--- config.mk ---
export PLATFORM = sky130hd
export DESIGN_NAME = instr_exec_unit
export DESIGN_NICKNAME = d
export VERILOG_FILES = /design/src/rtl/instr_register_pkg.sv /design/src/rtl/instr_div_iter.sv /design/src/rtl/instr_exec_unit.sv
export SDC_FILE = /design/constraint.sdc
export NUM_CORES = 2
export LEC_CHECK = 0
export ABC_AREA = 1
export BUFFER_PORTS_ARGS = -buffer_cell sky130_fd_sc_hd__buf_2
export CAP_MARGIN = 15
export CORE_ASPECT_RATIO = 1.4
export CORE_MARGIN = 5
export CORE_UTILIZATION = 35
export CTS_CLUSTER_SIZE = 40
export DETAILED_ROUTE_END_ITERATION = 12
export RECOVER_POWER = 100
export SLEW_MARGIN = 0
export SYNTH_ARGS = -nofsm -noshare
export SYNTH_HDL_FRONTEND = slang
export SYNTH_SLANG_ARGS = --single-unit
--- constraint.sdc ---
create_clock -name clk -period 20.4 [get_ports clk]
set_clock_uncertainty 0.1 [all_clocks]
set_input_delay 2.04 -clock clk [delete_from_list [all_inputs] [get_ports clk]]
set_output_delay 2.04 -clock clk [all_outputs]
set_load 0.05 [all_outputs]
--- src/rtl/instr_register_pkg.sv ---
// rtl/instr_register_pkg.sv - shared instruction types, execute FSM states and ALU helpers
package instr_register_pkg;

  typedef enum logic [3:0] {
    OPC_ZERO  = 4'd0,
    OPC_PASSA = 4'd1,
    OPC_PASSB = 4'd2,
    OPC_ADD   = 4'd3,
    OPC_SUB   = 4'd4,
    OPC_MULT  = 4'd5,
    OPC_DIV   = 4'd6,
    OPC_MOD   = 4'd7
  } opcode_t;

  typedef logic signed [31:0] operand_t;
  typedef logic signed [63:0] operand_result;
  typedef logic        [4:0]  address_t;

  typedef enum logic [1:0] {
    IDLE   = 2'd0,
    EXEC   = 2'd1,
    DIVIDE = 2'd2,
    DONE   = 2'd3
  } exec_state_t;

  // Opcodes 8..15 have the top bit set and are not part of the instruction set.
  function automatic logic is_illegal_op(input opcode_t opc);
    return opc > OPC_MOD;
  endfunction

  function automatic logic is_div_op(input opcode_t opc);
    return (opc == OPC_DIV) || (opc == OPC_MOD);
  endfunction

  // Unsigned magnitude of a signed operand; -2^31 maps to 2^31, which still fits 32 bits.
  function automatic logic [31:0] magnitude(input operand_t v);
    return v[31] ? $unsigned(-v) : $unsigned(v);
  endfunction

  // Single-cycle arithmetic on sign-extended operands; DIV/MOD are not handled here.
  function automatic operand_result alu_single(input opcode_t opc, input operand_t a,
                                               input operand_t b);
    operand_result a64;
    operand_result b64;
    operand_result res;
    a64 = {{32{a[31]}}, a};
    b64 = {{32{b[31]}}, b};
    case (opc)
      OPC_PASSA: res = a64;
      OPC_PASSB: res = b64;
      OPC_ADD:   res = a64 + b64;
      OPC_SUB:   res = a64 - b64;
      OPC_MULT:  res = a64 * b64;
      default:   res = '0;
    endcase
    return res;
  endfunction

endpackage

--- src/rtl/instr_div_iter.sv ---
// rtl/instr_div_iter.sv - iterative unsigned restoring divider on 32-bit magnitudes
module instr_div_iter #(
  parameter int DIV_BITS_PER_CYCLE = 1
) (
  input  logic        clk,
  input  logic        reset_n,
  input  logic        start,
  input  logic [31:0] a_mag,
  input  logic [31:0] b_mag,
  output logic        done,
  output logic [31:0] quot,
  output logic [31:0] rem
);

  localparam int ITERS = 32 / DIV_BITS_PER_CYCLE;
  localparam int CNT_W = $clog2(ITERS + 1);

  logic             running;
  logic [CNT_W-1:0] count;
  logic [31:0]      quot_r;
  logic [32:0]      rem_r;
  logic [31:0]      divisor;
  logic [31:0]      quot_nxt;
  logic [32:0]      rem_nxt;

  // Resolve DIV_BITS_PER_CYCLE quotient bits: shift in the next dividend bit, subtract if it fits.
  always_comb begin
    quot_nxt = quot_r;
    rem_nxt  = rem_r;
    for (int i = 0; i < DIV_BITS_PER_CYCLE; i++) begin
      rem_nxt  = {rem_nxt[31:0], quot_nxt[31]};
      quot_nxt = {quot_nxt[30:0], 1'b0};
      if (rem_nxt >= {1'b0, divisor}) begin
        rem_nxt     = rem_nxt - {1'b0, divisor};
        quot_nxt[0] = 1'b1;
      end
    end
  end

  // Load on start, then iterate until the count runs out; done holds until the next start.
  always_ff @(posedge clk or negedge reset_n) begin
    if (!reset_n) begin
      running <= 1'b0;
      count   <= '0;
      quot_r  <= '0;
      rem_r   <= '0;
      divisor <= '0;
    end else if (start) begin
      running <= 1'b1;
      count   <= CNT_W'(ITERS);
      quot_r  <= a_mag;
      rem_r   <= '0;
      divisor <= b_mag;
    end else if (running && (count != '0)) begin
      quot_r <= quot_nxt;
      rem_r  <= rem_nxt;
      count  <= count - CNT_W'(1);
    end
  end

  assign done = running && (count == '0);
  assign quot = quot_r;
  assign rem  = rem_r[31:0];

endmodule

--- src/rtl/instr_exec_unit.sv ---
// rtl/instr_exec_unit.sv - execute stage: single-cycle ALU ops plus iterative signed DIV/MOD
module instr_exec_unit
  import instr_register_pkg::*;
#(
  parameter int                   DIV_BITS_PER_CYCLE = 1,
  parameter int                   COUNT_W            = 16,
  parameter logic signed [63:0]   DIV0_RESULT        = 64'sd0
) (
  input  logic               clk,
  input  logic               reset_n,
  input  logic               in_valid,
  output logic               in_ready,
  input  opcode_t            in_opc,
  input  operand_t           in_op_a,
  input  operand_t           in_op_b,
  input  address_t           in_addr,
  output logic               out_valid,
  input  logic               out_ready,
  output opcode_t            out_opc,
  output address_t           out_addr,
  output operand_result      out_result,
  output logic               out_err,
  output logic               busy,
  output logic [COUNT_W-1:0] done_count
);

  exec_state_t   state;
  exec_state_t   next_state;
  opcode_t       opc_r;
  operand_t      a_r;
  operand_t      b_r;
  address_t      addr_r;
  logic          accept;
  logic          div_start;
  logic          div_done;
  logic [31:0]   div_quot;
  logic [31:0]   div_rem;
  operand_result exec_result;
  logic          exec_err;
  operand_result div_result;

  assign accept = in_valid && in_ready;

  instr_div_iter #(
    .DIV_BITS_PER_CYCLE(DIV_BITS_PER_CYCLE)
  ) u_div (
    .clk    (clk),
    .reset_n(reset_n),
    .start  (div_start),
    .a_mag  (magnitude(a_r)),
    .b_mag  (magnitude(b_r)),
    .done   (div_done),
    .quot   (div_quot),
    .rem    (div_rem)
  );

  // State register.
  always_ff @(posedge clk or negedge reset_n) begin
    if (!reset_n) state <= IDLE;
    else          state <= next_state;
  end

  // Next-state logic; DONE may hand straight over to EXEC when a new instruction arrives.
  always_comb begin
    next_state = state;
    case (state)
      IDLE:    if (accept) next_state = EXEC;
      EXEC:    next_state = div_start ? DIVIDE : DONE;
      DIVIDE:  if (div_done) next_state = DONE;
      DONE:    if (accept) next_state = EXEC;
               else if (out_ready) next_state = IDLE;
      default: next_state = IDLE;
    endcase
  end

  // FSM outputs; in_ready is gated by reset_n so it reads 0 while reset is held.
  always_comb begin
    in_ready  = 1'b0;
    busy      = 1'b1;
    div_start = 1'b0;
    case (state)
      IDLE: begin
        in_ready = reset_n;
        busy     = 1'b0;
      end
      EXEC:    div_start = is_div_op(opc_r) && (b_r != '0);
      DONE:    in_ready = reset_n && out_ready;
      default: ;
    endcase
  end

  // Result of the EXEC cycle for everything that does not need the divider.
  always_comb begin
    exec_result = '0;
    exec_err    = 1'b0;
    if (is_illegal_op(opc_r)) begin
      exec_err = 1'b1;
    end else if (is_div_op(opc_r)) begin
      exec_result = DIV0_RESULT;
      exec_err    = 1'b1;
    end else begin
      exec_result = alu_single(opc_r, a_r, b_r);
    end
  end

  // Sign fixup: quotient negative when signs differ, remainder follows the dividend.
  always_comb begin
    div_result = '0;
    if (opc_r == OPC_DIV) begin
      div_result = {32'd0, div_quot};
      if (a_r[31] ^ b_r[31]) div_result = -div_result;
    end else begin
      div_result = {32'd0, div_rem};
      if (a_r[31]) div_result = -div_result;
    end
  end

  // Capture operands on accept and register results; out_* hold until the handshake.
  always_ff @(posedge clk or negedge reset_n) begin
    if (!reset_n) begin
      opc_r      <= OPC_ZERO;
      a_r        <= '0;
      b_r        <= '0;
      addr_r     <= '0;
      out_valid  <= 1'b0;
      out_opc    <= OPC_ZERO;
      out_addr   <= '0;
      out_result <= '0;
      out_err    <= 1'b0;
    end else begin
      if (accept) begin
        opc_r  <= in_opc;
        a_r    <= in_op_a;
        b_r    <= in_op_b;
        addr_r <= in_addr;
      end
      if (out_valid && out_ready) out_valid <= 1'b0;
      if (state == EXEC && !div_start) begin
        out_valid  <= 1'b1;
        out_opc    <= opc_r;
        out_addr   <= addr_r;
        out_result <= exec_result;
        out_err    <= exec_err;
      end else if (state == DIVIDE && div_done) begin
        out_valid  <= 1'b1;
        out_opc    <= opc_r;
        out_addr   <= addr_r;
        out_result <= div_result;
        out_err    <= 1'b0;
      end
    end
  end

  // Saturating count of output handshakes.
  always_ff @(posedge clk or negedge reset_n) begin
    if (!reset_n) begin
      done_count <= '0;
    end else if (out_valid && out_ready && (done_count != '1)) begin
      done_count <= done_count + COUNT_W'(1);
    end
  end

endmodule

## After elaboration in Yosys (flattened, before gate mapping)

Index checks and enable logic that the tools add are counted.

| word-level totals | value |
|---|---|
| register bits | 269 |
| bits of input ports | 77 |
| output and inout bits | 93 |
| word-level logic and storage cells | 100 |

| cells by class | value |
|---|---|
| add/subtract/negate cells | 9 |
| $mul | 1 |
| order comparisons | 2 |
| equal/unequal tests | 14 |
| mux-type cells | 38 |
| bitwise gates (word level) | 1 |
| reduce and logical (&&, ||, !) cells | 19 |

Operator list:

| kind | count |
|---|---|
| $mux W64 | 7 |
| $pmux W64 S5 | 1 |
| $mux W32 | 7 |
| $neg A32 Y64 | 2 |
| $mul A32 B32 Y64 | 1 |
| $neg A32 Y32 | 2 |
| $add A32 B32 Y33 | 1 |
| $ge A33 B32 Y1 | 1 |
| $sub A32 B32 Y33 | 1 |
| $reduce_bool A32 Y1 | 1 |
| $sub A32 B32 Y32 | 1 |
| $add A16 B1 Y16 const B | 1 |
| $eq A4 B3 Y1 const B | 4 |
| $ne A16 B16 Y1 const B | 1 |
| $mux W6 | 2 |
| $mux W1 | 11 |
| $mux W5 | 2 |
| $logic_and A1 B1 Y1 | 9 |
| $eq A4 B2 Y1 const B | 2 |
| $mux W2 | 4 |
| $mux W4 | 2 |
| $pmux W2 S4 | 1 |
| $logic_not A6 Y1 | 1 |
| $reduce_bool A6 Y1 | 1 |
| 15 further kinds | 18 |

## Depth between registers and ports, before layout

| logic depth | value |
|---|---|
| word-level depth | 7 |
| gate-level depth with buffers | 37 |
| gate-level depth less buffers | 34 |

## Cells and area by module

From an unflattened synthesis, not the netlist that was laid out.

| second synthesis, totals | value |
|---|---|
| cells, all modules | 8756 |
| area total of the unflattened synthesis | 61994.5 um^2 |

By module, submodules not included:

| module | times used | cells an instance | area each (um^2) | seq. area each (um^2) |
|---|---|---|---|---|
| instr_exec_unit | 1 | 7696 | 54865.1 | 4154.0 |
| instr_div_iter | 1 | 1060 | 7129.3 | 2577.5 |

## Worst setup path after synthesis

OpenSTA, ideal clock, no wires.

| path | value |
|---|---|
| kind | reg-to-reg |
| from | register a_r[31] |
| to | register out_result[52] |
| library setup time | 0.126 ns |
| data arrival time | 7.882 ns |
| data required time | 20.174 ns |
| setup slack | 12.292 ns |
| cell stages (with the launch flop) | 33 |
| path buffers | 4 |
| clock period less this slack | 8.108 ns |
| cell sequence | dfrtp_1 -> clkbuf_1 -> buf_1 -> clkbuf_1 -> buf_1 -> nand2_1 -> inv_1 -> fa_1 -> fa_1 -> fa_1 -> fa_1 -> inv_1 -> fa_1 -> inv_1 -> fa_1 -> inv_1 -> fa_1 -> inv_1 -> fa_1 -> ha_1 -> nand2_1 -> nor2_1 -> inv_1 -> nor2_1 -> nand2_1 -> nor2_1 -> nand2_1 -> nand3_1 -> nand2_1 -> nand2_1 -> nor2_1 -> o21ai_0 -> a21oi_1 |

| between the ends | value |
|---|---|
| word-level cells in the longest chain between the ends | 5 |
| elaborated cells on any way between the ends | 12 |
| those cells by class | 2 x add/sub; 1 x mul; 8 x mux; 1 x bitwise |

RTL lines:

| item | line | text |
|---|---|---|
| from (decl) | instr_exec_unit.sv:30 | `operand_t a_r;` |
| from (signal assigned) | instr_exec_unit.sv:133 | `a_r <= in_op_a;` |
| $mul A32 B32 Y64 (tied with other cells) | instr_register_pkg.sv:53 | `OPC_MULT: res = a64 * b64;` |
| $pmux W64 S5 or $mux W64 (tied branches) | instr_register_pkg.sv:48, instr_exec_unit.sv:111 |  |
| $mux W64 (on tied branches) | instr_exec_unit.sv:98, instr_exec_unit.sv:109 |  |
| $mux W64 (on tied branches) | instr_exec_unit.sv:96, instr_exec_unit.sv:144 |  |
| $mux W64 (*) | instr_exec_unit.sv:138 | `if (state == EXEC && !div_start) begin` |
| to (signal assigned) | instr_exec_unit.sv:142 | `out_result <= exec_result;` |
| to (signal assigned) | instr_exec_unit.sv:148 | `out_result <= div_result;` |
| to (decl) | instr_exec_unit.sv:21 | `output operand_result out_result,` |

Every way passes the cells marked *; elsewhere a longest branch is shown, timed or not. The select of a mux whose other input is x is not followed.
A chain may end at the register's enable or synchronous reset.

## Final worst setup path

| path | value |
|---|---|
| from | register b_r[0] |
| to | register out_result[54] |

| between the ends | value |
|---|---|
| word-level cells in the longest chain between the ends | 6 |
| elaborated cells on any way between the ends | 13 |
| those cells by class | 2 x add/sub; 1 x mul; 5 x mux; 5 x reduce/logical |

RTL lines:

| item | line | text |
|---|---|---|
| from (decl) | instr_exec_unit.sv:31 | `operand_t b_r;` |
| from (signal assigned) | instr_exec_unit.sv:134 | `b_r <= in_op_b;` |
| parallel branches: the longest is 6 deep, another holds $mul A32 B32 Y64 | - |  |

Several ways; the timed one is not identified.

==> report_table.html <==
<table>
<tr><th>Metric</th><th>Value</th></tr>
<tr><th colspan="2">Clock tree</th></tr>
<tr><td># H-tree levels</td><td>1</td></tr>
<tr><td># resized after CTS</td><td>0</td></tr>
<tr><td>Post-CTS repair timing setup buffer count</td><td>0</td></tr>
<tr><td>Insertion delay to the later sink of the worst-skew pair</td><td>0.66 ns</td></tr>
<tr><td>Hold-fix buffer count after cts</td><td>0</td></tr>
<tr><td>Clock Sinks</td><td>269</td></tr>
<tr><td>Clock transition at the register clock pins on the worst setup and hold paths after CTS</td><td>0.07 ns</td></tr>
<tr><td>Clock root cell</td><td>sky130_fd_sc_hd__clkbuf_16</td></tr>
<tr><td>Number of buffers added by the clock tree synthesis step</td><td>31</td></tr>
<tr><td>Clock Path Buffers</td><td>3</td></tr>
<tr><td>CTS tree</td><td>yes</td></tr>
<tr><th colspan="2">Synth</th></tr>
<tr><td>Register area share after synthesis</td><td>11.0%</td></tr>
<tr><td>Combined area of all synthesized cells</td><td>approximately 61000 sq um</td></tr>
<tr><td>Synthesis warning total</td><td>0</td></tr>
<tr><td>Number of flops mapped to enable cells by yosys</td><td>0</td></tr>
<tr><td>Cells after Synth</td><td>8511</td></tr>
<tr><td>Primary flip-flop cell chosen by synthesis mapping</td><td>sky130_fd_sc_hd__dfrtp_1</td></tr>
<tr><td>Flip-flop and latch count after synthesis</td><td>about 270</td></tr>
<tr><td>Net Count, Synth</td><td>9967</td></tr>
<tr><td>Async SR Flop Fraction</td><td>100%</td></tr>
<tr><td>Distinct cell type count of the synthesized netlist</td><td>about 60</td></tr>
<tr><td>Synth Area per Inst</td><td>slightly above 7 sq um</td></tr>
<tr><th colspan="2">Hold path</th></tr>
<tr><td>Hold worst-path end</td><td>out_addr[3]$_DFFE_PN0P_</td></tr>
<tr><td>Hold path depth</td><td>2</td></tr>
<tr><td>Path category of the worst min-delay check</td><td>reg2reg</td></tr>
<tr><td>Source of the worst hold timing path</td><td>addr_r[3]$_DFFE_PN0P_</td></tr>
<tr><th colspan="2">Place</th></tr>
<tr><td>Gpl congestion</td><td>1.08</td></tr>
<tr><td>Detailed Place HPWL</td><td>213000 um</td></tr>
<tr><td>Buffers on Ports</td><td>~170</td></tr>
<tr><th colspan="2">Route</th></tr>
<tr><td>Total via count after detailed routing</td><td>56552</td></tr>
<tr><td>Initial DRC Count</td><td>5078</td></tr>
<tr><td>ANT nets after route</td><td>0</td></tr>
<tr><td>DRC viols</td><td>0</td></tr>
<tr><td>Number of vias per cell after detailed routing</td><td>5.26</td></tr>
<tr><td>Final wirelength</td><td>269000 um</td></tr>
<tr><td>Drt wl/cell</td><td>~25 um</td></tr>
<tr><td>Initial DRT Pass Iterations</td><td>6</td></tr>
<tr><th colspan="2">Finish</th></tr>
<tr><td>Total Nets Final</td><td>~9900</td></tr>
<tr><td>Number of filler cells placed in the layout</td><td>approximately 19000</td></tr>
<tr><td>Ratio of cells with drive above 1 in the final layout</td><td>3.83%</td></tr>
<tr><td>Area added between synthesis and finish</td><td>6.22%</td></tr>
<tr><td>Core Util, Final</td><td>~37%</td></tr>
<tr><th colspan="2">Global routing</th></tr>
<tr><td>GR Util All Layers</td><td>29.2%</td></tr>
<tr><td>Vias in the first global route</td><td>60215</td></tr>
<tr><td>Largest net degree at the start of global routing</td><td>80</td></tr>
<tr><td>Global route overflow</td><td>0</td></tr>
<tr><td>Antenna violations before repair</td><td>8</td></tr>
<tr><td>First-pass GRT wire length</td><td>394000 um</td></tr>
<tr><th colspan="2">Worst setup path</th></tr>
<tr><td>CP Data Arrival Time</td><td>11.86 ns</td></tr>
<tr><td>End of the worst register-to-register path</td><td>out_result[54]$_DFFE_PN0P_</td></tr>
<tr><td>Critical Path RT</td><td>20.83 ns</td></tr>
<tr><td>CP Launch Point</td><td>b_r[0]$_DFFE_PN0P_</td></tr>
<tr><td>Dominant delay contributor by cell family on the critical path</td><td>adder cells</td></tr>
<tr><td>Worst path buffer plus inverter count</td><td>7</td></tr>
<tr><td>Flop-to-flop setup slack</td><td>between 8 and 9 ns</td></tr>
<tr><td>CP peak stage delay</td><td>1.65 ns</td></tr>
<tr><td>Worst r2r src</td><td>b_r[0]$_DFFE_PN0P_</td></tr>
<tr><td>Worst Reg-to-Reg Cells</td><td>29</td></tr>
<tr><td>Crit-path max FO</td><td>34</td></tr>
<tr><td>Library cell contributing the largest single delay on the critical path</td><td>sky130_fd_sc_hd__clkbuf_1</td></tr>
<tr><td>Kind of end point of the critical path</td><td>register</td></tr>
<tr><td>Kind of start point of the critical path</td><td>register</td></tr>
<tr><td>Crit Path Class</td><td>reg2reg</td></tr>
<tr><th colspan="2">Floorplan</th></tr>
<tr><td>Site row count</td><td>181</td></tr>
<tr><td>Initial standard-cell utilization of the core</td><td>35.2%</td></tr>
<tr><td>Floorplan die height</td><td>roughly 500 um</td></tr>
<tr><td>Chip Width</td><td>363 um</td></tr>
<tr><td>I/O pin cnt</td><td>170</td></tr>
<tr><td>Die Footprint</td><td>183000 sq um</td></tr>
<tr><td>Area of the core region</td><td>174000 sq um</td></tr>
<tr><th colspan="2">STA</th></tr>
<tr><td>Measured slew at the worst slew-check pin</td><td>between 5 and 6 ns</td></tr>
<tr><td>Worst slew margin relative to its limit</td><td>-235%</td></tr>
<tr><td>Setup TNS Final</td><td>0 ns</td></tr>
<tr><td>Max Fclk</td><td>87.5 MHz</td></tr>
<tr><td>Total count of hold-check failures in the final report</td><td>0</td></tr>
<tr><td>Number of max-slew violations in the final report</td><td>around 660</td></tr>
<tr><td>Min Clock Period, post-route</td><td>11.43 ns</td></tr>
<tr><td>Final period util</td><td>a little under three fifths</td></tr>
<tr><td>Unrepaired setup endpoints after global routing</td><td>false</td></tr>
<tr><td>Setup Viol. Count Final</td><td>0</td></tr>
<tr><th colspan="2">Status</th></tr>
<tr><td>Outcome</td><td>finished with violations</td></tr>
<tr><td>Violations in the final reports</td><td>capacitance limit, slew limit</td></tr>
<tr><th colspan="2">Run</th></tr>
<tr><td>Max_cap viols</td><td>11</td></tr>
</table>
[cell type report]
cell class                      count  area (sq um)  area share, %
Multi-Input combinational cell   5712         44800           68.9
Clock buffer                       34           807           1.24
Antenna cell                        2          5.00        0.00770
Timing Repair Buffer              276          1500           2.31
Clock inverter                     23           249          0.383
Inverter                         2149          8070           12.4
Tap cell                         2287          2860           4.40
Sequential cell                   269          6750           10.4
[placed cells by master (no fill, tap or decap), types with 11 or more instances in the layout]
master                      count
sky130_fd_sc_hd__buf_2         74
sky130_fd_sc_hd__nand2_2       11
sky130_fd_sc_hd__or2_2         17
sky130_fd_sc_hd__inv_1       2131
sky130_fd_sc_hd__dfrtp_1      259
sky130_fd_sc_hd__a21oi_1      366
sky130_fd_sc_hd__nand3_1      363
sky130_fd_sc_hd__nand3b_1      18
sky130_fd_sc_hd__xnor2_1       19
sky130_fd_sc_hd__o21bai_1      35
sky130_fd_sc_hd__ha_1         294
sky130_fd_sc_hd__inv_2         12
sky130_fd_sc_hd__xor2_1        67
sky130_fd_sc_hd__nand4_1       85
sky130_fd_sc_hd__buf_4         96
sky130_fd_sc_hd__clkbuf_1     105
sky130_fd_sc_hd__nor3_1        62
sky130_fd_sc_hd__mux2_2        13
sky130_fd_sc_hd__nor2_1       528
sky130_fd_sc_hd__o221ai_1      31
sky130_fd_sc_hd__nand2_1     2284
sky130_fd_sc_hd__o22ai_1       23
sky130_fd_sc_hd__o211ai_1      22
sky130_fd_sc_hd__fa_1        1085
sky130_fd_sc_hd__clkbuf_16     31
sky130_fd_sc_hd__nor4_1        20
sky130_fd_sc_hd__o21ai_0      273
[registers in the layout, indices dropped and copies added (netlist names)]
| name | cells |
|---|---|
| out_result | 64 |
| a_r | 32 |
| b_r | 32 |
| u_div.divisor | 32 |
| u_div.quot | 32 |
| u_div.rem_r | 32 |
| done_count | 16 |
| u_div.count | 6 |
| addr_r | 5 |
| out_addr | 5 |
| opc_r | 4 |
| out_opc | 4 |
| state | 2 |
| out_err | 1 |
| out_valid | 1 |
| u_div.running | 1 |
[worst reg2reg max path: cells and delay by family, from the launching register on]
kind / cells / cell delay (ns)
buf+inv: 7 / 2.74
simple gates: 12 / 2.75
flops: 1 / 0.32
fa+ha+maj: 9 / 5.35
compound gates: 1 / 0.09
[metal layers]
| layer | up-vias | wire, um | track usage, % |
|---|---|---|---|
| li1 | 24918 | - | - |
| met4 | 6 | 31600 | 25.9 |
| met5 | - | 44 | 0 |
| met1 | 27867 | 90300 | 31.4 |
| met3 | 1044 | 19000 | 4.22 |
| met2 | 2717 | 128000 | 49.8 |
[Yosys cell counts (62+ instances only)]
cell type	instances	area, sq um
sky130_fd_sc_hd__a21oi_1	366	1830
sky130_fd_sc_hd__clkbuf_1	249	935
sky130_fd_sc_hd__dfrtp_1	269	6730
sky130_fd_sc_hd__fa_1	1085	21700
sky130_fd_sc_hd__ha_1	294	3680
sky130_fd_sc_hd__inv_1	2128	7990
sky130_fd_sc_hd__nand2_1	2281	8560
sky130_fd_sc_hd__nand3_1	361	1810
sky130_fd_sc_hd__nand4_1	85	532
sky130_fd_sc_hd__nor2_1	528	1980
sky130_fd_sc_hd__nor3_1	62	310
sky130_fd_sc_hd__o21ai_0	262	1310
sky130_fd_sc_hd__xor2_1	67	587
[how the worst max path moves through the flow]
stage	end	slack (ns)	depth (start not counted)
after floorplan	out_result[52]$_DFFE_PN0P_	12.29	32
after global placement	out_result[54]$_DFFE_PN0P_	10.33	28
after detailed placement	out_result[54]$_DFFE_PN0P_	10.40	31
after CTS	out_result[54]$_DFFE_PN0P_	10.36	28
after global routing	a_r[21]$_DFFE_PN0P_	8.81	7
final	out_result[54]$_DFFE_PN0P_	8.97	29
[through the flow]
| step | std cells | setup slack, ns | cell area (sq um) | hold WS, ns |
|---|---|---|---|---|
| 2_1_floorplan | 8511 | 12.29 | 61200 | 0.344 |
| 3_3_place_gp | 10689 | 10.33 | 64100 | 0.350 |
| 3_5_place_dp | 10692 | 10.40 | 64100 | 0.358 |
| 4_1_cts | 10749 | 10.36 | 65200 | 0.371 |
| 5_1_grt | 10750 | 8.81 | 65000 | 0.400 |
| 6_report | 10752 | 8.97 | 65000 | 0.368 |
[kinds of logic after synthesis]
family	after synthesis	synth area share, %
buffers and inverters	2530	15.8
AND/OR/NAND/NOR	3425	22.9
flip-flops	269	11.0
multiplexers	13	0.239
AO/OA/AOI/OAI	809	7.31
XOR/XNOR	86	1.23
adder cells (fa/ha/maj)	1379	41.5
Power is left out: the tool's default activity adds up to more than one toggle a clock period on the data nets, which glitch-free logic cannot reach.
